File: config.mk
export PLATFORM = sky130hd
export DESIGN_NAME = ram_port_arbiter_flat
export DESIGN_NICKNAME = d
export VERILOG_FILES = /design/src/rtl/ram_port_arbiter_if.sv /design/src/rtl/ram_port_arbiter.sv /design/src/flat_wrapper.sv
export SDC_FILE = /design/constraint.sdc
export NUM_CORES = 1
export LEC_CHECK = 0
export CORE_MARGIN = 3
export CORE_UTILIZATION = 51
export CTS_CLUSTER_SIZE = 24
export DETAILED_ROUTE_END_ITERATION = 8
export DONT_BUFFER_PORTS = 1
export PLACE_DENSITY_LB_ADDON = 0.25
export SLEW_MARGIN = 10
export SYNTH_ARGS = -nofsm -noshare
export SYNTH_HDL_FRONTEND = slang
export SYNTH_SLANG_ARGS = --single-unit
File: constraint.sdc
create_clock -name clk -period 1.7 [get_ports clk]
set_clock_uncertainty 0.2 [all_clocks]
set_input_delay 0.34 -clock clk [delete_from_list [all_inputs] [get_ports clk]]
set_output_delay 0.34 -clock clk [all_outputs]
set_load 0.05 [all_outputs]
File: src/rtl/ram_port_arbiter_if.sv
// Bundle of the fetch, data and RAM-side signals of the shared RAM port arbiter.
interface ram_port_arbiter_if #(
   parameter int ADDR_W = 10,
   parameter int DATA_W = 10
);
   logic                f_req;
   logic [ADDR_W-1:0]   f_addr;
   logic                f_gnt;
   logic                f_done;
   logic [2*DATA_W-1:0] f_rdata;
   logic                d_req;
   logic                d_we;
   logic [ADDR_W-1:0]   d_addr;
   logic [DATA_W-1:0]   d_wdata;
   logic                d_gnt;
   logic                d_done;
   logic [DATA_W-1:0]   d_rdata;
   logic [ADDR_W-1:0]   ram_addr;
   logic                ram_we;
   logic [DATA_W-1:0]   ram_wdata;
   logic [2*DATA_W-1:0] ram_rdata;

   modport slave (
      input  f_req, f_addr, d_req, d_we, d_addr, d_wdata, ram_rdata,
      output f_gnt, f_done, f_rdata, d_gnt, d_done, d_rdata,
      output ram_addr, ram_we, ram_wdata
   );

   modport master (
      output f_req, f_addr, d_req, d_we, d_addr, d_wdata, ram_rdata,
      input  f_gnt, f_done, f_rdata, d_gnt, d_done, d_rdata,
      input  ram_addr, ram_we, ram_wdata
   );
endinterface

File: src/rtl/ram_port_arbiter.sv
// Arbiter/sequencer sharing one 1024x10 RAM port between instruction fetch
// (pair reads) and data loads/stores; one SERVE cycle per access.
module ram_port_arbiter #(
   parameter int ADDR_W     = 10,
   parameter int DATA_W     = 10,
   parameter bit FETCH_PRIO = 1'b0
) (
   input logic              clk,
   input logic              rst_n,
   ram_port_arbiter_if.slave bus
);

   typedef enum logic [1:0] {IDLE, SERVE_F, SERVE_D} state_t;
   typedef enum logic {SRC_F, SRC_D} src_t;

   state_t state;
   src_t   last_served;
   logic   f_win;
   logic   d_win;

   // Tie goes to fetch when it has fixed priority or data was served last.
   always_comb begin
      f_win = 1'b0;
      d_win = 1'b0;
      if (bus.f_req && (!bus.d_req || FETCH_PRIO || last_served == SRC_D))
         f_win = 1'b1;
      else if (bus.d_req)
         d_win = 1'b1;
   end

   // ram_addr/ram_we/ram_wdata double as the latched request fields.
   always_ff @(posedge clk) begin
      if (!rst_n) begin
         state         <= IDLE;
         last_served   <= SRC_D;
         bus.f_gnt     <= 1'b0;
         bus.d_gnt     <= 1'b0;
         bus.f_done    <= 1'b0;
         bus.d_done    <= 1'b0;
         bus.ram_we    <= 1'b0;
         bus.ram_addr  <= '0;
         bus.ram_wdata <= '0;
         bus.f_rdata   <= '0;
         bus.d_rdata   <= '0;
      end else begin
         bus.f_done <= 1'b0;
         bus.d_done <= 1'b0;
         case (state)
            IDLE: begin
               if (f_win) begin
                  state        <= SERVE_F;
                  last_served  <= SRC_F;
                  bus.f_gnt    <= 1'b1;
                  bus.ram_we   <= 1'b0;
                  bus.ram_addr <= {bus.f_addr[ADDR_W-1:1], 1'b0};
               end else if (d_win) begin
                  state         <= SERVE_D;
                  last_served   <= SRC_D;
                  bus.d_gnt     <= 1'b1;
                  bus.ram_we    <= bus.d_we;
                  bus.ram_addr  <= bus.d_addr;
                  bus.ram_wdata <= bus.d_wdata;
               end
            end
            SERVE_F: begin
               state       <= IDLE;
               bus.f_gnt   <= 1'b0;
               bus.f_done  <= 1'b1;
               bus.f_rdata <= bus.ram_rdata;
            end
            SERVE_D: begin
               state      <= IDLE;
               bus.d_gnt  <= 1'b0;
               bus.d_done <= 1'b1;
               bus.ram_we <= 1'b0;
               if (!bus.ram_we)
                  bus.d_rdata <= bus.ram_addr[0] ? bus.ram_rdata[2*DATA_W-1:DATA_W]
                                                 : bus.ram_rdata[DATA_W-1:0];
            end
            default: state <= IDLE;
         endcase
      end
   end

endmodule

File: src/flat_wrapper.sv
// flat-port wrapper written by rule: the top's interface ports become plain ports
module ram_port_arbiter_flat 
#(
   parameter int ADDR_W     = 10,
   parameter int DATA_W     = 10,
   parameter bit FETCH_PRIO = 1'b0
)
  (clk, rst_n, bus_f_req, bus_f_addr, bus_d_req, bus_d_we, bus_d_addr, bus_d_wdata, bus_ram_rdata, bus_f_gnt, bus_f_done, bus_f_rdata, bus_d_gnt, bus_d_done, bus_d_rdata, bus_ram_addr, bus_ram_we, bus_ram_wdata);
  ram_port_arbiter_if #(.ADDR_W(ADDR_W), .DATA_W(DATA_W)) bus_i ();
  input logic clk;
  input logic rst_n;
  input wire logic [$bits(bus_i.f_req)-1:0] bus_f_req;
  input wire logic [$bits(bus_i.f_addr)-1:0] bus_f_addr;
  input wire logic [$bits(bus_i.d_req)-1:0] bus_d_req;
  input wire logic [$bits(bus_i.d_we)-1:0] bus_d_we;
  input wire logic [$bits(bus_i.d_addr)-1:0] bus_d_addr;
  input wire logic [$bits(bus_i.d_wdata)-1:0] bus_d_wdata;
  input wire logic [$bits(bus_i.ram_rdata)-1:0] bus_ram_rdata;
  output wire logic [$bits(bus_i.f_gnt)-1:0] bus_f_gnt;
  output wire logic [$bits(bus_i.f_done)-1:0] bus_f_done;
  output wire logic [$bits(bus_i.f_rdata)-1:0] bus_f_rdata;
  output wire logic [$bits(bus_i.d_gnt)-1:0] bus_d_gnt;
  output wire logic [$bits(bus_i.d_done)-1:0] bus_d_done;
  output wire logic [$bits(bus_i.d_rdata)-1:0] bus_d_rdata;
  output wire logic [$bits(bus_i.ram_addr)-1:0] bus_ram_addr;
  output wire logic [$bits(bus_i.ram_we)-1:0] bus_ram_we;
  output wire logic [$bits(bus_i.ram_wdata)-1:0] bus_ram_wdata;
  assign bus_i.f_req = bus_f_req;
  assign bus_i.f_addr = bus_f_addr;
  assign bus_i.d_req = bus_d_req;
  assign bus_i.d_we = bus_d_we;
  assign bus_i.d_addr = bus_d_addr;
  assign bus_i.d_wdata = bus_d_wdata;
  assign bus_i.ram_rdata = bus_ram_rdata;
  assign bus_f_gnt = bus_i.f_gnt;
  assign bus_f_done = bus_i.f_done;
  assign bus_f_rdata = bus_i.f_rdata;
  assign bus_d_gnt = bus_i.d_gnt;
  assign bus_d_done = bus_i.d_done;
  assign bus_d_rdata = bus_i.d_rdata;
  assign bus_ram_addr = bus_i.ram_addr;
  assign bus_ram_we = bus_i.ram_we;
  assign bus_ram_wdata = bus_i.ram_wdata;
  ram_port_arbiter #(.ADDR_W(ADDR_W), .DATA_W(DATA_W), .FETCH_PRIO(FETCH_PRIO)) u_core (.clk(clk), .rst_n(rst_n), .bus(bus_i));
endmodule
-- Word level (Yosys, flattened, before mapping)
Index checks and enable logic that the tools add are counted.
Widths: inputs -> output; s select.
- input port bits: 55
- logic and storage cells: 56
- flip-flop bits (word level): 58
- eq/ne operators: 6
- bitwise operators: 4
- reductions and logical operators: 15
- multiplexer cells: 19
- operator list (operator ; number):
    $mux 10 ; 3
    $mux 1 ; 13
    $reduce_and 2->1 ; 5
    $pmux 1 s2 ; 3
    $reduce_and 3->1 ; 2
    $reduce_bool 2->1 ; 3
    $ne 2x1->1 const B ; 2
    $not 1->1 ; 4
    $ne 3x1->1 const B ; 1
    $reduce_or 3->1 ; 1
    $eq 2x1->1 const B ; 1
    $eq 2x2->1 const B ; 1
    $logic_not 2->1 ; 1
    $ne 2x2->1 const B ; 1
    $logic_and 1x1->1 ; 1
    $logic_not 1->1 ; 1
    $logic_or 1x1->1 ; 1

-- Depth between registers and ports, before layout
Gate-level depths: netlist of run 1.
- depth after elaboration: 7
- depth in mapped cells: 5
- mapped depth without buffers: 3

-- Least setup slack after synthesis of run 1
OpenSTA, ideal clock, no wires.
- kind: register to register
- start: register u_core.bus.ram_addr[0]
- end: register u_core.bus.d_rdata[0]
- required time: 1.362 ns
- clock period less this slack: 1.762 ns
- arrival: 1.425 ns
- cell stages (with the launch flop): 4
- slack: -0.062 ns
- cell sequence: dfxtp_1 -> clkbuf_1 -> mux2i_1 -> a211oi_1
- cells in the longest elaborated chain, start to end: 1
- RTL lines (what ; line ; text):
    start: declaration ; ram_port_arbiter_if.sv:26 ; output ram_addr, ram_we, ram_wdata
    start signal: assignment ; ram_port_arbiter.sv:55 ; bus.ram_addr <= {bus.f_addr[ADDR_W-1:1], 1'b0};
    start signal: assignment ; ram_port_arbiter.sv:61 ; bus.ram_addr <= bus.d_addr;
    $mux 10 ; ram_port_arbiter.sv:77 ; bus.d_rdata <= bus.ram_addr[0] ? bus.ram_rdata[2*DATA_W-1:DATA_W]
    end signal: assignment ; ram_port_arbiter.sv:77 ;
    end: declaration ; ram_port_arbiter_if.sv:25 ; output f_gnt, f_done, f_rdata, d_gnt, d_done, d_rdata,
No other way between the ends.
A chain may end at the register's enable or synchronous reset.

==> flow_metrics.tcl, run 1 <==
set metrics [dict create \
    status "finished, final reports clean" \
    cp_top_family "buffers and inverters" \
    clkPwrFrac_pct 34.7 \
    rrSetupSlack_ns 0.13 \
    async_flop_share_pct 0 \
    hold_class "in2reg" \
    rows 23 \
    layout_common_cells "dfxtp_1, dlygate4sd3_1, buf_4" \
    routabilityCongestion 0.776 \
    synth_area_um2 2260 \
    seq_power_share_pct 47.6 \
    post_drt_wl_per_cell_um 18.9 \
    grtUsageTotal_pct 25.2 \
    worstMarginPinSlew_ns 0.823 \
    dpl.hpwl_um 3830 \
    final_cells 339 \
    synth_edf_count 0 \
    diodes 0 \
    p_per_area_nw_per_um2 1130 \
    start_util_pct 54.6 \
    hold_start "bus_f_req" \
    setup_viol 0 \
    core_um2 4140 \
    fmax_ghz 0.600 \
    crit_arrival_ns 1.67 \
    io_pins 110 \
    p_sw_uw 1100 \
    dieHeight_um 72.6 \
    nets 339 \
    drive_above_1_share_pct 19.0 \
    worst-path-stages 4 \
    vdd_drop_max_v 0.000777 \
    worst-path-max-fanout 1 \
    cts-root-buf "clkbuf_8" \
    antenna_found_initial 0 \
    yosysWarnings 0 \
    cts_inserted_buffers 9 \
    dieArea_um2 5270 \
    die_w_um 72.6 \
    vias 1973 \
    synth_seq_cells 58 \
    synthesis.nets 275 \
    max_stage_delay_ns 0.59 \
    reg2reg_depth 3 \
    comb_power_share_pct 17.7 \
    start_kind "input pin" \
    swShare_pct 30.9 \
    cts_max_path_buffers 2 \
    min_period_over_period_pct 98.1 \
    ys_seq_area_share_pct 51.3 \
    port_buffers 0 \
    utilization_pct 75.8 \
    relSlewSlack_pct 45.1 \
    grt_overflow 0 \
    synthDistinctLibCells 28 \
    endpoint_kind "flop" \
    cp_common_cell "dlygate4sd3_1" \
    drt_iter0_drc 90 \
    routed_wl_um 6410 \
    drt-pass1-iter-count 4 \
    crit_start "bus_d_wdata[3]" \
    place_inst 280 \
    hold_viol_final 0 \
    grt_max_degree 24 \
    worst-setup-path-type "in2reg" \
    reg2reg_to "u_core.bus.ram_wdata[7]" \
    max-cap-violations 0 \
    cp_cell_sequence "dlygate4sd3_1, nand2_1, dlygate4sd3_1, mux2i_1" \
    area_delta_synth_final_pct 38.8 \
    grt_pass1_wl_um 10200 \
    finalCriticalPeriod_ns 1.67 \
    insertion_delay_ns 0.32 \
    final_common_cell "dfxtp_1" \
    rsz0062_at_grt "no" \
    clk_pin_slew_ns 0.07 \
    path_buf_inv 2 \
    slowest_stage "dlygate4sd3_1" \
    ant_nets 0 \
    clock_sinks 58 \
    drv_slew 0 \
    power_uw 3540 \
    worstHoldPathCells 2 \
    leakage_uw 0.00131 \
    grt_pass1_vias 2117 \
    crit_required_ns 1.71 \
    viasPerCell 5.82 \
    hold_path_end "u_core.bus.f_gnt" \
    internal-power_uw 2450 \
    avgSynthCellArea_um2 10.3 \
    ys.flop_type "dfxtp_1" \
    h-tree-depth 3 \
    drc 0 \
    cts_tree "done" \
    r2r-start "u_core.bus.ram_wdata[7]" \
    syn_inst 220 \
]
[power groups by stage]
stage | combinational, uW | sequential, uW | clock, uW
after floorplan | 260 | 1850 | 0
after global placement | 509 | 1710 | 0
after detailed placement | 529 | 1710 | 0
after CTS | 618 | 1680 | 1250
after global routing | 669 | 1700 | 1310
final | 627 | 1690 | 1230
[how the worst max path moves through the flow]
| stage | to | slack (ns) |
|---|---|---|
| 6_report | u_core.bus.ram_wdata[3] | 0.03 |
| 5_1_grt | u_core.bus.ram_wdata[1] | 0.03 |
| 4_1_cts | u_core.bus.ram_wdata[8] | 0.006 |
| 3_5_place_dp | u_core.bus.ram_addr[5] | -0.02 |
| 3_3_place_gp | u_core.bus.ram_addr[5] | 0.09 |
| 2_1_floorplan | u_core.bus.ram_addr[1] | 0.04 |
[kinds of logic after synthesis]
kind of cell           Yosys count  share of synthesized area (%)
flip-flops                      58                           51.3
AND/OR/NAND/NOR                 53                           10.9
AO/OA/AOI/OAI                   66                           24.4
multiplexers                    20                           8.84
buffers and inverters           23                           4.59
[what timing repair did]
item                       in CTS  in global routing
pin swaps                       0                  0
hold endpoints to repair       43                  0
hold buffers                   43                  0
setup buffers                   0                  0
resized for setup               1                  4
setup endpoints to repair       9                 19
[final cells by class]
| class | instances | area [um^2] |
|---|---|---|
| Clock buffer | 11 | 141 |
| Timing Repair Buffer | 73 | 696 |
| Sequential cell | 58 | 1160 |
| Inverter | 3 | 11.3 |
| Multi-Input combinational cell | 139 | 1010 |
| Clock inverter | 5 | 53.8 |
| Tap cell | 50 | 62.6 |
| Fill cell | 262 | 1000 |
[layer usage]
layer	GRT usage [%]	vias up	part of all wire [%]
li1	-	936	-
met1	29.3	942	39
met2	43.2	89	51
met3	6.47	6	8.0
met4	11.9	0	1.3
met5	0	-	0
[synthesized netlist by cell type (2+ instances only)]
cell	count	area (um^2)
and3_1	10	62.6
mux2i_1	20	200
nor2_1	13	48.8
a21boi_0	9	67.6
buf_2	2	10.0
a22o_1	20	175
o21bai_1	9	67.6
o221a_2	2	22.5
o311a_1	9	90.1
a211oi_1	10	75.1
a21oi_1	2	10.0
inv_1	3	11.3
dfxtp_1	58	1160
nor3_1	3	15.0
buf_6	2	22.5
nand2_1	21	78.8
clkbuf_1	16	60.1
[registers in the layout, summed over array words and instances, names as in the netlist, 2 cells and up]
register and cells:
u_core.bus.ram_addr 10, u_core.state 2, u_core.bus.ram_wdata 10, u_core.bus.f_rdata 20, u_core.bus.d_rdata 10
[worst register-to-register path, stage by stage (launching register included)]
cell	delay, ns
dfxtp_2	0.49
nand2_1	0.10
dlygate4sd3_1	0.57
mux2i_1	0.13
[stage by stage]
step / setup WS [ns] / TNS (ns) / hold slack (ns) / instance area [um^2]
floorplan: 0.0376 / 0 / 0.251 / 2260
global placement: 0.0886 / 0 / 0.260 / 2500
detailed placement: -0.0240 / -0.112 / 0.269 / 2500
CTS: 0.00595 / 0 / 0.00233 / 3130
global route: 0.0271 / 0 / 0.0314 / 3140
finish: 0.0330 / 0 / 0.0162 / 3140
No activity file was read; power rests on OpenSTA's default activity.
==> run 2: changes to the inputs <==
CAP_MARGIN = 0   (was unset)
==> results of run 2 <==
Same layout as run 1: the final DEF is identical, and so are final timing and power.
==> run 3: changes to the inputs <==
CTS_CLUSTER_SIZE = unset   (was 24)
==> results of run 3 <==
Same layout as run 1: the final DEF is identical, and so are final timing and power.
